--- src/rtl/i2c_target.sv ---
`default_nettype none
// +---------------------------------------------------------------------------+
// | Module   : i2c_target                                                     |
// | Purpose  : Oversampled I2C target; 4-byte write capture, 4-byte read.     |
// | Revision : 1.0  initial release                                           |
// +---------------------------------------------------------------------------+
module i2c_target #(
  parameter logic [6:0]  TGT_ADDR    = 7'h42,
  parameter int unsigned SYNC_STAGES = 2
) (
  input  logic        clk_i,
  input  logic        rst_i,
  input  logic        scl_i,
  input  logic        sda_i,
  output logic        sda_oe_o,
  input  logic [31:0] tx_data_i,
  output logic [31:0] rx_data_o,
  output logic [2:0]  rx_count_o,
  output logic        rx_valid_o,
  output logic        busy_o
);

  typedef enum logic [2:0] {
    S_IDLE     = 3'd0,
    S_ADDR     = 3'd1,
    S_ADDR_ACK = 3'd2,
    S_RX_BYTE  = 3'd3,
    S_RX_ACK   = 3'd4,
    S_TX_BYTE  = 3'd5,
    S_TX_ACK   = 3'd6,
    S_IGNORE   = 3'd7
  } state_t;

  state_t r_state, w_state_nxt;

  logic [SYNC_STAGES-1:0] r_scl_sync, r_sda_sync;
  logic        r_scl_prev, r_sda_prev;
  logic [6:0]  r_shift;
  logic [2:0]  r_bit_cnt, r_byte_cnt;
  logic [31:0] r_rx_buf, r_tx_buf;
  logic        r_rw, r_wr_active, r_ack_phase, r_ack_ok, r_tx_first;
  logic        r_sda_oe, r_rx_valid, r_busy;
  logic [31:0] r_rx_data;
  logic [2:0]  r_rx_count;

  logic       w_scl_s, w_sda_s;
  logic       w_scl_rise, w_scl_fall, w_start, w_stop, w_byte_done, w_addr_hit;
  logic [7:0] w_full_byte, w_tx_byte;
  logic [2:0] w_bit_m1;

  assign w_scl_s     = r_scl_sync[SYNC_STAGES-1];
  assign w_sda_s     = r_sda_sync[SYNC_STAGES-1];
  assign w_scl_rise  = w_scl_s & ~r_scl_prev;
  assign w_scl_fall  = ~w_scl_s & r_scl_prev;
  assign w_start     = w_scl_s & r_scl_prev & ~w_sda_s & r_sda_prev;
  assign w_stop      = w_scl_s & r_scl_prev & w_sda_s & ~r_sda_prev;
  assign w_byte_done = w_scl_rise & (r_bit_cnt == 3'd0);
  assign w_full_byte = {r_shift, w_sda_s};
  assign w_addr_hit  = (w_full_byte[7:1] == TGT_ADDR);
  assign w_bit_m1    = r_bit_cnt - 3'd1;
  // Bytes past the 4-byte window read as all-ones, i.e. SDA left released.
  assign w_tx_byte   = (r_byte_cnt < 3'd4) ? r_tx_buf[{r_byte_cnt[1:0], 3'b000} +: 8] : 8'hFF;

  assign sda_oe_o   = r_sda_oe;
  assign rx_data_o  = r_rx_data;
  assign rx_count_o = r_rx_count;
  assign rx_valid_o = r_rx_valid;
  assign busy_o     = r_busy;

  always_comb begin
    w_state_nxt = r_state;
    if (w_start) begin
      w_state_nxt = S_ADDR;
    end else if (w_stop) begin
      w_state_nxt = S_IDLE;
    end else begin
      case (r_state)
        S_ADDR:     if (w_byte_done) w_state_nxt = w_addr_hit ? S_ADDR_ACK : S_IGNORE;
        S_ADDR_ACK: if (w_scl_fall && r_ack_phase) w_state_nxt = r_rw ? S_TX_BYTE : S_RX_BYTE;
        S_RX_BYTE:  if (w_byte_done) w_state_nxt = S_RX_ACK;
        S_RX_ACK:   if (w_scl_fall && r_ack_phase) w_state_nxt = S_RX_BYTE;
        S_TX_BYTE:  if (w_scl_fall && !r_tx_first && r_bit_cnt == 3'd0) w_state_nxt = S_TX_ACK;
        S_TX_ACK:   if (w_scl_rise) w_state_nxt = w_sda_s ? S_IGNORE : S_TX_BYTE;
        default:    w_state_nxt = r_state;
      endcase
    end
  end

  always_ff @(posedge clk_i) begin
    if (!rst_i) begin
      r_state     <= S_IDLE;
      r_scl_sync  <= '1;
      r_sda_sync  <= '1;
      r_scl_prev  <= 1'b1;
      r_sda_prev  <= 1'b1;
      r_shift     <= '0;
      r_bit_cnt   <= 3'd7;
      r_byte_cnt  <= '0;
      r_rx_buf    <= '0;
      r_tx_buf    <= '0;
      r_rw        <= 1'b0;
      r_wr_active <= 1'b0;
      r_ack_phase <= 1'b0;
      r_ack_ok    <= 1'b0;
      r_tx_first  <= 1'b0;
      r_sda_oe    <= 1'b0;
      r_rx_valid  <= 1'b0;
      r_busy      <= 1'b0;
      r_rx_data   <= '0;
      r_rx_count  <= '0;
    end else begin
      r_scl_sync <= {r_scl_sync[SYNC_STAGES-2:0], scl_i};
      r_sda_sync <= {r_sda_sync[SYNC_STAGES-2:0], sda_i};
      r_scl_prev <= w_scl_s;
      r_sda_prev <= w_sda_s;
      r_state    <= w_state_nxt;
      r_rx_valid <= 1'b0;

      if (w_start || w_stop) begin
        // A bus condition ends any transfer; publish a write that stored data.
        r_sda_oe    <= 1'b0;
        r_busy      <= 1'b0;
        r_wr_active <= 1'b0;
        if (r_wr_active && r_byte_cnt != 3'd0) begin
          r_rx_data  <= r_rx_buf;
          r_rx_count <= r_byte_cnt;
          r_rx_valid <= 1'b1;
        end
        if (w_start) begin
          r_byte_cnt  <= '0;
          r_rx_buf    <= '0;
          r_bit_cnt   <= 3'd7;
          r_ack_phase <= 1'b0;
        end
      end else begin
        case (r_state)
          S_ADDR: begin
            if (w_scl_rise) begin
              r_shift   <= w_full_byte[6:0];
              r_bit_cnt <= r_bit_cnt - 3'd1;
            end
            if (w_byte_done && w_addr_hit) begin
              r_busy      <= 1'b1;
              r_rw        <= w_full_byte[0];
              r_wr_active <= ~w_full_byte[0];
              r_ack_phase <= 1'b0;
            end
          end
          S_ADDR_ACK: begin
            if (w_scl_fall) begin
              if (!r_ack_phase) begin
                r_sda_oe    <= 1'b1;
                r_ack_phase <= 1'b1;
              end else begin
                r_bit_cnt  <= 3'd7;
                r_tx_first <= 1'b0;
                if (r_rw) begin
                  r_tx_buf <= tx_data_i;
                  r_sda_oe <= ~tx_data_i[7];
                end else begin
                  r_sda_oe <= 1'b0;
                end
              end
            end
          end
          S_RX_BYTE: begin
            if (w_scl_rise) begin
              r_shift   <= w_full_byte[6:0];
              r_bit_cnt <= r_bit_cnt - 3'd1;
            end
            if (w_byte_done) begin
              r_ack_phase <= 1'b0;
              if (r_byte_cnt < 3'd4) begin
                r_rx_buf[{r_byte_cnt[1:0], 3'b000} +: 8] <= w_full_byte;
                r_byte_cnt <= r_byte_cnt + 3'd1;
                r_ack_ok   <= 1'b1;
              end else begin
                r_ack_ok   <= 1'b0;
              end
            end
          end
          S_RX_ACK: begin
            if (w_scl_fall) begin
              if (!r_ack_phase) begin
                r_sda_oe    <= r_ack_ok;
                r_ack_phase <= 1'b1;
              end else begin
                r_sda_oe  <= 1'b0;
                r_bit_cnt <= 3'd7;
              end
            end
          end
          S_TX_BYTE: begin
            // After a master ACK the first fall presents bit 7 without counting.
            if (w_scl_fall) begin
              if (r_tx_first) begin
                r_sda_oe   <= ~w_tx_byte[7];
                r_tx_first <= 1'b0;
              end else if (r_bit_cnt == 3'd0) begin
                r_sda_oe <= 1'b0;
              end else begin
                r_sda_oe  <= ~w_tx_byte[w_bit_m1];
                r_bit_cnt <= w_bit_m1;
              end
            end
          end
          S_TX_ACK: begin
            if (w_scl_rise && !w_sda_s) begin
              if (r_byte_cnt < 3'd4) r_byte_cnt <= r_byte_cnt + 3'd1;
              r_bit_cnt  <= 3'd7;
              r_tx_first <= 1'b1;
            end
          end
          default: r_sda_oe <= 1'b0;
        endcase
      end
    end
  end

endmodule
`default_nettype wire

--- config.mk ---
export PLATFORM = sky130hd
export DESIGN_NAME = i2c_target
export DESIGN_NICKNAME = d
export VERILOG_FILES = /design/src/rtl/i2c_target.sv
export SDC_FILE = /design/constraint.sdc
export NUM_CORES = 1
export LEC_CHECK = 0
export ABC_AREA = 1
export BUFFER_PORTS_ARGS = -buffer_cell sky130_fd_sc_hd__buf_2
export CORE_AREA = 4 4 124 126
export DETAILED_ROUTE_END_ITERATION = 8
export DIE_AREA = 0 0 128 130
export GPL_TIMING_DRIVEN = 0
export PLACE_DENSITY = 0.64
export SYNTH_ARGS = -nofsm -noshare
export SYNTH_HDL_FRONTEND = slang
export SYNTH_SLANG_ARGS = --single-unit
--- constraint.sdc ---
create_clock -name clk_i -period 3.9 [get_ports clk_i]
set_input_delay 0.39 -clock clk_i [delete_from_list [all_inputs] [get_ports clk_i]]
set_output_delay 0.39 -clock clk_i [all_outputs]
set_load 0.01 [all_outputs]
; ---- Word-level counts from Yosys, hierarchy flattened
; Cells that the tools add are included.
[op_classes]
add_sub_neg = 3
n_lt_le_gt_ge = 2
n_eq_ne = 34
shift = 3
n_mux = 59
bitwise = 18
reduce_logical = 40
[op_table]
columns = cell, n
row1 = two-way mux 32 bit, 5
row2 = two-way mux 3 bit, 22
row3 = bitwise mux 32 bit, 1
row4 = "variable shift 8 x 7 -> 32 bit, first input constant", 1
row5 = variable part select 32 x 6 -> 8 bit, 1
row6 = variable part select 8 x 7 -> 32 bit, 1
row7 = "inequality test 2 bit, second input constant", 12
row8 = "inequality test 4 bit, second input constant", 6
row9 = two-way mux 1 bit, 22
row10 = "inequality test 3 bit, second input constant", 6
row11 = case mux 3 bit (6 select lines), 1
row12 = AND reduction 7 bit, 2
row13 = case mux 3 bit (4 select lines), 1
row14 = AND reduction 4 bit, 3
row15 = NOT 1 bit, 10
row16 = AND reduction 5 bit, 2
row17 = "== test 3 bit, second input constant", 3
row18 = "inequality test 3 x 1 -> 1 bit, second input constant", 3
row19 = AND reduction 3 bit, 3
row20 = AND reduction 9 bit, 1
row21 = nonzero test 3 bit, 3
row22 = AND 1 bit, 8
row23 = two-way mux 8 bit, 1
row24 = nonzero test 8 bit, 1
row25 = 25 further kinds, 40
[word_totals]
reg_bits = 129
wordCells = 180

; ---- Logic depth before layout (Yosys ltp)
; Gate-level depths: netlist of run 1.
[logic_depth]
depth_word = 9
ltp_mapped = 14

; ---- Worst setup path before layout of run 1
; Ideal clock, no wire load.
[synth_path]
path_kind = reg-to-reg
start = register r_byte_cnt[0]
end = register r_rx_buf[6]
arrival_ns = 1.775
required_time_ns = 3.830
path_slack_ns = 2.055
path_stages_with_launch = 7
n_path_buf = 1
path_cell_list = dfxtp_1 -> clkinv_1 -> buf_2 -> ha_1 -> nor4_4 -> nand2_1 -> a21oi_1
[synth_via]
elab_chain_cells = 7
word_cells_on_any_way = 11
cone_classes = add/sub (1) / order compare (1) / shift (2) / mux (5) / reduce/logical (2)
[synth_rtl]
columns = item, line_no
row1 = "start, declared", 39  ; logic [2:0] r_bit_cnt, r_byte_cnt;
row2 = "start signal, assigned", 175  ; r_byte_cnt <= r_byte_cnt + 3'd1;
row3 = "start signal, assigned", 209  ; if (r_byte_cnt < 3'd4) r_byte_cnt <= r_byte_cnt + 3'd1;
row4 = negation 5 -> 7 bit, 174  ; r_rx_buf[{r_byte_cnt[1:0], 3'b000} +: 8] <= w_full_byte;
row5 = variable part select 8 x 7 -> 32 bit or variable shift 8 x 7 -> 32 bit (tied branches), 174
row6 = bitwise mux 32 bit, 174
row7 = two-way mux 32 bit, 173  ; if (r_byte_cnt < 3'd4) begin
row8 = two-way mux 32 bit, 171  ; if (w_byte_done) begin
row9 = two-way mux 32 bit, 136  ; case (r_state)
row10 = two-way mux 32 bit, 119  ; if (w_start || w_stop) begin
row11 = "end signal, assigned by index", 174
row12 = "end, declared", 40  ; logic [31:0] r_rx_buf, r_tx_buf;
; Parallel ways exist; a longest one is shown, timed or not. The select of a mux whose other input is x is not followed.
; A chain may end at the register's enable or synchronous reset.

; ---- Worst setup path after layout of run 1
[layout_path]
start = register r_byte_cnt[0]
end = register r_rx_data[22], in the netlist rx_data_o[22]
[layout_via]
elab_chain_cells = 3
[layout_rtl]
columns = item, line_no
row1 = nonzero test 3 bit, 124  ; if (r_wr_active && r_byte_cnt != 3'd0) begin
row2 = logical AND 1 bit, 124
row3 = AND reduction 2 bit (no line), --
row4 = "end signal, assigned", 125  ; r_rx_data <= r_rx_buf;
row5 = "end, declared", 43  ; logic [31:0] r_rx_data;
; Every way passes these cells.

==> flow_summary.ini, run 1 <==
[cts]
cts_resized = 0
clkTransAtPathRegs_ns = 0.06
numCtsBuffers = 17
cts_tree = done
clockRootBuffer = clkbuf_16
clk_latency_ns = 0.42
ctsHoldBuffers = 0
cts.sinks = 129
postCtsSetupBuffers = 0
htree_num_levels = 4
cts_buffer_depth = 2

[yosys]
ys_seq_elements = 129
syn-num-nets = 805
syn-cell-area_um2 = 5612
synth.avg_cell_area_um2 = 7.393
yosysWarnings = 0
syn_inst = 759
synth_cell_type_count = 37
yosysSeqAreaShare = 0.4602

[worst_hold_path]
hold_path_class = in2reg

[pwr]
power_density_nw_per_um2 = 547.0
swShare = 0.2948
pwr-share-seq = 0.382
fin_total_pwr_mw = 3.723
internal_power_mw = 2.625
ir_worst_vdd_mv = 0.2968
p_comb_frac = 0.184
p_leak_nw = 2.818
clock_power_share = 0.434
p_switching_mw = 1.098

[finish]
final_cell_mix = dfxtp_1, nand2_1, a21oi_1
multi_input_area_um2 = 2454
drive_gt1_frac = 0.1645
fillers = 1496
syn_to_final_growth_pct = 21.29
nNetsFinal = 896
seq_area_um2 = 2582
layout_commonest_cell = dfxtp_1
num_antenna_cells = 0

[floorplan]
die_area_um2 = 16640
initial_core_util = 0.3920
die_w_um = 128
fp-row-count = 44
die_y_um = 130
io_pins = 74
core_um2 = 14310

[status]
outcome = finished clean

[route]
drc = 0
first_pass_iters = 4
drt_iter0_drc = 266
dr_total_vias = 5047
wire_per_inst_um = 13.25
ant_nets = 0
via_per_inst = 4.820
drt_wl_total_mm = 13.88

[timing]
rsz0062_at_grt = false
slew_viol_final = 0
max_slew_margin = 0.5180
hold_violations = 0
tightest_slew_ns = 0.7165
tns_ns = 0
final.setup_skew_ns = 0.008635
setup_violations = 0
fin_crit_sh = 0.5927
fin_crit_ns = 2.311
max_freq_mhz = 432.6

[setup_path]
end_kind = flop
slowest_stage = o211ai_4
worstSetupPathType = reg2reg
worst-path-stages = 8
r2r_cells = 8
cp.required_ns = 4.25
worst_path_largest_cell_delay_ns = 0.40
crit_chain = clkinv_1 > buf_2 > ha_1 > inv_1 > o211ai_4 > buf_6 > o21ai_1 > a21oi_1
crit_start = r_byte_cnt[0]
crit_arrival_ns = 2.66
reg2reg_from = r_byte_cnt[0]
critPathTopFamily = buffers and inverters
r2r_setup_slack_ns = 1.59
endpoint = rx_data_o[22]
r2r-end = rx_data_o[22]
critPathBufInv = 4
crit_fanout = 12
critPathLaunchType = flop

[grt]
grt_pass1_wl_mm = 22.94
grt_usage = 0.1738
grt_max_degree = 17
antenna_found_initial = 0
grt_overflow = 0
first_global_vias = 4749

[placement]
hpwl_mm = 10.49
portBuffers = 72
gp_congestion = 0.9304

[run]
max_cap_violations = 0
## cells by family after synthesis
group                    share of synthesized area
AND/OR/NAND/NOR                             0.2076
AO/OA/AOI/OAI                               0.2058
buffers and inverters                       0.1026
flip-flops                                  0.4602
adder cells (fa/ha/maj)                    0.02230
XOR/XNOR                                  0.001561
## metal layers
metal | global-route usage | vias to the layer above | share of wire
met5 | 0 | - | 0
met4 | 0.07366 | 0 | 0.022
met3 | 0.04707 | 23 | 0.061
met2 | 0.2668 | 146 | 0.43
met1 | 0.2316 | 2199 | 0.49
li1 | - | 2679 | -
## cell type report
class | count | share of cell area
inverter | 104 | 0.05735
clock inverter | 13 | 0.02371
sequential | 129 | 0.3794
buffer | 32 | 0.02721
tap | 184 | 0.03382
multi-input combinational | 494 | 0.3605
timing repair buffer | 72 | 0.05294
clock buffer | 19 | 0.06507
## through the flow
step           cells  instance area, µm²    util  setup WS [ns]  hold WS [ns]
2_1_floorplan    759                5612       -          2.055        0.3925
3_3_place_gp    1015                6202  0.4333          1.605        0.4027
3_5_place_dp    1015                6202  0.4333          1.595        0.4093
4_1_cts         1047                6807  0.4755          1.566        0.1400
5_1_grt         1047                6807  0.4755          1.408        0.1566
6_report        1047                6807  0.4755          1.589        0.1555
## how the worst min path moves through the flow
stage             startpoint            end  slack (ns)  cells after the start
6_report               sda_i  r_sda_sync[0]        0.16                      2
5_1_grt                sda_i  r_sda_sync[0]        0.16                      2
4_1_cts                sda_i  r_sda_sync[0]        0.14                      2
3_5_place_dp   r_scl_sync[0]  r_scl_sync[1]        0.41                      1
3_3_place_gp   r_sda_sync[0]  r_sda_sync[1]        0.40                      1
2_1_floorplan  r_scl_sync[0]  r_scl_sync[1]        0.39                      1
## sequential cells by signal, summed over array words and instances, names as in the netlist, 3 cells and up
| register | flops |
|---|---|
| r_state | 3 |
| rx_data_o | 32 |
| r_bit_cnt | 3 |
| r_tx_buf | 32 |
| r_shift | 7 |
| r_rx_buf | 32 |
| rx_count_o | 3 |
| r_byte_cnt | 3 |
## power by group through the flow
stage | logic, mW | registers, mW | clock network, mW
3_3_place_gp | 0.675 | 1.45 | 0
3_5_place_dp | 0.675 | 1.45 | 0
5_1_grt | 0.788 | 1.43 | 1.70
2_1_floorplan | 0.522 | 1.44 | 0
4_1_cts | 0.679 | 1.42 | 1.64
6_report | 0.685 | 1.42 | 1.62
## cell usage after synthesis
cell type / count / share of area
a211oi_1: 3 / 0.0040
a21oi_1: 107 / 0.095
a22oi_1: 1 / 0.0013
buf_1: 1 / 0.00067
buf_2: 4 / 0.0036
buf_6: 8 / 0.016
clkbuf_1: 19 / 0.013
clkinv_1: 1 / 0.00067
dfxtp_1: 129 / 0.46
ha_1: 10 / 0.022
inv_1: 96 / 0.064
inv_2: 7 / 0.0047
nand2_1: 114 / 0.076
nand2_2: 3 / 0.0033
nand3_1: 39 / 0.035
nand3_2: 1 / 0.0018
nand4_1: 2 / 0.0022
nor2_1: 71 / 0.047
nor2_2: 2 / 0.0022
nor2_4: 3 / 0.0060
nor3_1: 15 / 0.013
nor3_2: 1 / 0.0018
nor3_4: 1 / 0.0029
nor3b_1: 2 / 0.0027
nor4_1: 2 / 0.0022
nor4_4: 1 / 0.0038
o2111ai_1: 1 / 0.0016
o211ai_1: 5 / 0.0067
o211ai_4: 1 / 0.0038
o21ai_0: 59 / 0.053
o21ai_1: 39 / 0.035
o21ai_2: 2 / 0.0031
o21bai_1: 1 / 0.0013
o22ai_1: 1 / 0.0011
or2_2: 5 / 0.0056
or3_1: 1 / 0.0011
xnor2_1: 1 / 0.0016
Note: power is estimated with default switching activity, not from simulation.
==> run 2: changes to the inputs <==
--- a/config.mk
+++ b/config.mk
@@ -11,7 +11,7 @@
 export DETAILED_ROUTE_END_ITERATION = 8
 export DIE_AREA = 0 0 128 130
 export GPL_TIMING_DRIVEN = 0
-export PLACE_DENSITY = 0.64
+export PLACE_DENSITY = 0.66
 export SYNTH_ARGS = -nofsm -noshare
 export SYNTH_HDL_FRONTEND = slang
 export SYNTH_SLANG_ARGS = --single-unit
==> constraint.sdc (replaced) <==
create_clock -name clk_i -period 1.85 [get_ports clk_i]
set_input_delay 0.185 -clock clk_i [delete_from_list [all_inputs] [get_ports clk_i]]
set_output_delay 0.185 -clock clk_i [all_outputs]
set_load 0.01 [all_outputs]
==> run 2 against run 1 <==
  * Non-clock buffer count rose by 16
  * Routed wire length rose by 5.1%
  * Die area did not move
  * Register-to-register slack got worse by 1.5 ns
  * Fmax rose by 32%
  * Count of clock-buffer cells in the layout rose by 5
  * Critical path depth rose by 2
  * Utilization rose by 2.9 points
  * Clock skew fell by 0.0033 ns
==> flow_summary.ini, run 2 (synthesis results as in run 1) <==
[status]
outcome = finished clean

[worst_hold_path]
hold_path_depth = 3
hold_start = tx_data_i[18]
worstHoldEndpoint = r_tx_buf[18]
hold_path_class = in2reg

[setup_path]
crit_arrival_ns = 2.05
reg2reg_from = r_scl_sync[1]
slowest_stage = dfxtp_4
r2r_setup_slack_ns = 0.10
critPathBufInv = 4
r2r-end = rx_data_o[31]
crit_chain = nand2_2 > nor3_4 > nor2_4 > inv_4 > buf_8 > o211ai_4 > buf_12 > buf_6 > o21ai_1 > a21oi_1
critPathTopFamily = buffers and inverters
end_kind = flop
worstSetupPathType = reg2reg
worst_path_largest_cell_delay_ns = 0.37
cp.required_ns = 2.15
crit_fanout = 10
critPathLaunchType = flop
r2r_cells = 10

[timing]
tns_ns = 0
max_slew_margin = 0.5839
hold_violations = 0
final.setup_skew_ns = 0.005307
layout_setup_ws_ns = 0.1013
max_freq_mhz = 571.8
tightest_slew_ns = 0.6242
slew_viol_final = 0
setup_violations = 0
fin_crit_sh = 0.9453
fin_crit_ns = 1.749
hold_slack_ns = 0.02315

[grt]
antenna_found_initial = 0
grt_usage = 0.1770
grt_max_degree = 20
grt_overflow = 0
grt_pass1_wl_mm = 23.41
first_global_vias = 4818

[cts]
clockRootBuffer = clkbuf_16
numCtsBuffers = 17
cts_tree = done
htree_num_levels = 4
clkTransAtPathRegs_ns = 0.05
cts.sinks = 129
cts_buffer_depth = 2
clk_latency_ns = 0.41

[finish]
seq_area_um2 = 2606
layout_commonest_cell = dfxtp_1
syn_to_final_growth_pct = 28.65
fillers = 1407
final_cell_mix = dfxtp_1, nand2_1, a21oi_1
num_antenna_cells = 0
multi_input_area_um2 = 2631
drive_gt1_frac = 0.2215
nNetsFinal = 912

[pwr]
p_leak_nw = 2.980
power_density_nw_per_um2 = 1129
ir_worst_vdd_mv = 0.6885

[placement]
gp_congestion = 0.8926
hpwl_mm = 10.43
portBuffers = 72
place_ws_ns = -0.4771

[route]
drc = 0
drt_wl_total_mm = 14.58
drt_iter0_drc = 302
first_pass_iters = 5
dr_total_vias = 5302
ant_nets = 0
wire_per_inst_um = 13.76
via_per_inst = 5.002

[floorplan]
fp-row-count = 44
initial_core_util = 0.3920
die_y_um = 130
die_area_um2 = 16640
io_pins = 74
core_um2 = 14310
die_w_um = 128

[run]
max_cap_violations = 0
## run 2: cell types whose count changed in the layout (fill, tap and decap cells not counted), sizes merged
cell / previous run / this run
clkinv: 6 / 2
buf: 85 / 94
clkinvlp: 4 / 0
dlygate4sd3: 0 / 5
clkbuf: 38 / 45
## run 2: through the flow
| stage | instance area (µm²) | instances | power, mW | utilization |
|---|---|---|---|---|
| after floorplan | 5612 | 759 | 4.128 | - |
| after global placement | 6202 | 1015 | 4.473 | 0.4333 |
| after detailed placement | 6202 | 1015 | 4.479 | 0.4333 |
| after CTS | 6965 | 1052 | 7.988 | 0.4866 |
| after global routing | 7219 | 1060 | 8.569 | 0.5044 |
| final | 7219 | 1060 | 8.150 | 0.5044 |
## run 2: area by class of cell
cell class,instances,share of cell area
Sequential cell,129,0.3610
Tap cell,184,0.03189
Timing Repair Buffer,89,0.07348
Clock buffer,24,0.07088
Clock inverter,5,0.01386
Multi-Input combinational cell,494,0.3645
Buffer,31,0.02825
Inverter,104,0.05615
## run 2: worst max-delay path by stage
stage,start,to,slack (ns),depth (start not counted)
finish,r_scl_sync[1],rx_data_o[31],0.10,10
global placement,r_byte_cnt[0],rx_data_o[22],-0.46,8
CTS,r_bit_cnt[0],r_rx_buf[14],0.01,10
detailed placement,r_byte_cnt[0],rx_data_o[31],-0.48,8
global route,r_bit_cnt[0],sda_oe_o,-0.01,13
floorplan,r_byte_cnt[0],r_rx_buf[6],0.005,6
## run 2: repair_timing
action / 4_1_cts / 5_1_grt
gates resized for setup: 21 / 65
hold buffers: 5 / 0
gates cloned: 0 / 1
hold endpoints to repair: 5 / 0
endpoints found under the setup margin: 107 / 109
setup buffers: 4 / 7
pin swaps: 5 / 12
## run 2: per-layer routing
| metal | track usage | part of all wire |
|---|---|---|
| met5 | 0 | 0 |
| met3 | 0.04707 | 0.060 |
| met2 | 0.2834 | 0.45 |
| met4 | 0.05805 | 0.018 |
| met1 | 0.2335 | 0.47 |
## run 2: worst reg2reg max path, cell delays in order (launching register included)
cell      delay, ns
dfxtp_4        0.37
nand2_2        0.09
nor3_4         0.26
nor2_4         0.11
inv_4          0.10
buf_8          0.12
o211ai_4       0.08
buf_12         0.16
buf_6          0.14
o21ai_1        0.15
a21oi_1        0.06
## run 2: power by group
group | switching, mW | leakage (nW) | internal [mW] | total [mW]
sequential | 0.139 | 1.04 | 2.90 | 3.04
clock | 1.13 | 0.304 | 2.31 | 3.44
combinational | 1.04 | 1.63 | 0.630 | 1.67
total | 2.31 | 2.98 | 5.84 | 8.15
==> run 3: changes to the inputs <==
--- a/config.mk
+++ b/config.mk
@@ -7,11 +7,12 @@
 export LEC_CHECK = 0
 export ABC_AREA = 1
 export BUFFER_PORTS_ARGS = -buffer_cell sky130_fd_sc_hd__buf_2
-export CORE_AREA = 4 4 124 126
+export CORE_AREA = 4 4 138 113
 export DETAILED_ROUTE_END_ITERATION = 8
-export DIE_AREA = 0 0 128 130
+export DIE_AREA = 0 0 142 117
 export GPL_TIMING_DRIVEN = 0
 export PLACE_DENSITY = 0.66
+export SKIP_LAST_GASP = 1
 export SYNTH_ARGS = -nofsm -noshare
 export SYNTH_HDL_FRONTEND = slang
 export SYNTH_SLANG_ARGS = --single-unit
==> run 3 against run 2 <==
  * Sequential power about the same
  * Flip-flop and latch count unchanged
  * Global-route usage up 0.84 points
  * Utilization up 0.77 points
  * Fmax down 0.82%
  * Clock skew up 0.0022 ns
  * Sequential share of layout area down 0.23 points
  * Count of clock-buffer cells in the layout unchanged
  * Via count up 0.17%
  * Worst setup slack worse by 0.014 ns
  * Power down 2.2%
  * Register-to-register slack about the same
==> flow_summary.ini, run 3 (synthesis results as in run 1) <==
[timing]
hold_violations = 0
setup_violations = 0
slew_viol_final = 0
rsz0062_at_grt = true
tightest_slew_ns = 0.5597
fin_crit_ns = 1.763
max_slew_margin = 0.6268
hold_slack_ns = 0.02557
final.setup_skew_ns = 0.007508
layout_setup_ws_ns = 0.08690
fin_crit_sh = 0.9530
max_freq_mhz = 567.2

[placement]
gp_congestion = 0.9300
place_ws_ns = -0.4891
portBuffers = 72
hpwl_mm = 10.89
postPlaceCellArea_um2 = 6202

[floorplan]
die_area_um2 = 16610
core_um2 = 14200
io_pins = 74
fp-row-count = 39
initial_core_util = 0.3952
die_w_um = 142
die_y_um = 117

[setup_path]
critPathLaunchType = flop
end_kind = flop
crit_fanout = 5
cp.required_ns = 2.20
crit_arrival_ns = 2.12
worstSetupPathType = reg2reg
r2r_setup_slack_ns = 0.09

[finish]
fin_area_um2 = 7272
syn_to_final_growth_pct = 29.59
nNetsFinal = 925
fin_util = 0.5121
drive_gt1_frac = 0.2295
layout_commonest_cell = dfxtp_1
num_antenna_cells = 0
final_cell_mix = dfxtp_1, nand2_1, a21oi_1

[status]
outcome = finished clean

[grt]
gr-usage-met3 = 0.04955
met1_usage = 0.2737
first_global_vias = 4846
grt-busiest-layer = met1
grt_pass1_wl_mm = 24.11
grt_usage = 0.1854
antenna_found_initial = 0
grt_overflow = 0
grt_max_degree = 17
use_met2 = 0.2603

[pwr]
power_density_nw_per_um2 = 1096
fin_total_pwr_mw = 7.968
ir_worst_vdd_mv = 0.6385
p_leak_nw = 2.988

[route]
drt_wl_total_mm = 15.34
drt_iter0_drc = 454
via_per_inst = 4.950
dr_total_vias = 5311
first_pass_iters = 5
drc = 0
ant_nets = 0
wire_per_inst_um = 14.30

[cts]
cts_buffer_depth = 2
clockRootBuffer = clkbuf_16
numCtsBuffers = 17
clkTransAtPathRegs_ns = 0.05
clk_latency_ns = 0.43
htree_num_levels = 4
cts_tree = done
cts.sinks = 129

[worst_hold_path]
hold_path_class = in2reg

[run]
max_cap_violations = 0
[run 3: changes by cell type in the layout (fill, tap and decap cells not counted), sizes merged]
cell / delta
inv: -2
dlygate4sd3: +5
buf: +11
bufinv: -2
clkbuf: -3
clkinvlp: +2
clkinv: +2
[run 3: layout make-up]
cell class	instances	area [µm²]
clock inverters	5	52.55
inverters	104	401.6
repair buffers	102	626.9
plain buffers	31	196.4
flip-flops and latches	129	2609
fillers	1412	6928
clock buffers	24	511.7
multi-input cells	494	2644
well taps	184	230.2
[run 3: worst max-delay path, stage by stage, from the launching register on]
cell	delay (ns)
dfxtp_4	0.36
inv_2	0.08
ha_4	0.14
nand2_4	0.07
nor2_4	0.17
nand3_4	0.14
nand2_4	0.14
nand4_1	0.19
nor2_4	0.17
nand2_1	0.08
a21oi_2	0.14
[run 3: per-stage QoR]
stage | setup TNS, ns | instances
after CTS | 0 | 1061
after global routing | -0.1198 | 1073
after floorplan | 0 | 759
after global placement | -28.31 | 1015
after detailed placement | -29.04 | 1015
final | 0 | 1073
[run 3: worst paths after layout]
| kind | from | end | cells past startpoint |
|---|---|---|---|
| setup / recovery | r_bit_cnt[0] | r_rx_buf[18] | 10 |
| hold / removal | tx_data_i[7] | r_tx_buf[7] | 3 |
| setup reg to reg | r_bit_cnt[0] | r_rx_buf[18] | 10 |
| hold reg to reg | r_sda_sync[0] | r_sda_sync[1] | 1 |
[run 3: what timing repair did]
item	CTS	global route
cloned	0	0
hold buffers	10	0
buffers inserted	7	13
resized for setup	25	64
endpoints found under the setup margin	110	111
pin swaps	6	7
hold endpoints to repair	10	0
[run 3: metal layers]
| layer | part of all wire | vias to the layer above |
|---|---|---|
| met4 | 0.017 | 0 |
| met3 | 0.066 | 22 |
| met5 | 0 | - |
| met2 | 0.40 | 161 |
| li1 | - | 2731 |
| met1 | 0.51 | 2397 |
[run 3: power by group]
group / switching (mW) / leakage [nW] / internal (mW)
registers: 0.134 / 1.04 / 2.90
logic: 1.09 / 1.66 / 0.633
clock network: 1.18 / 0.280 / 2.03
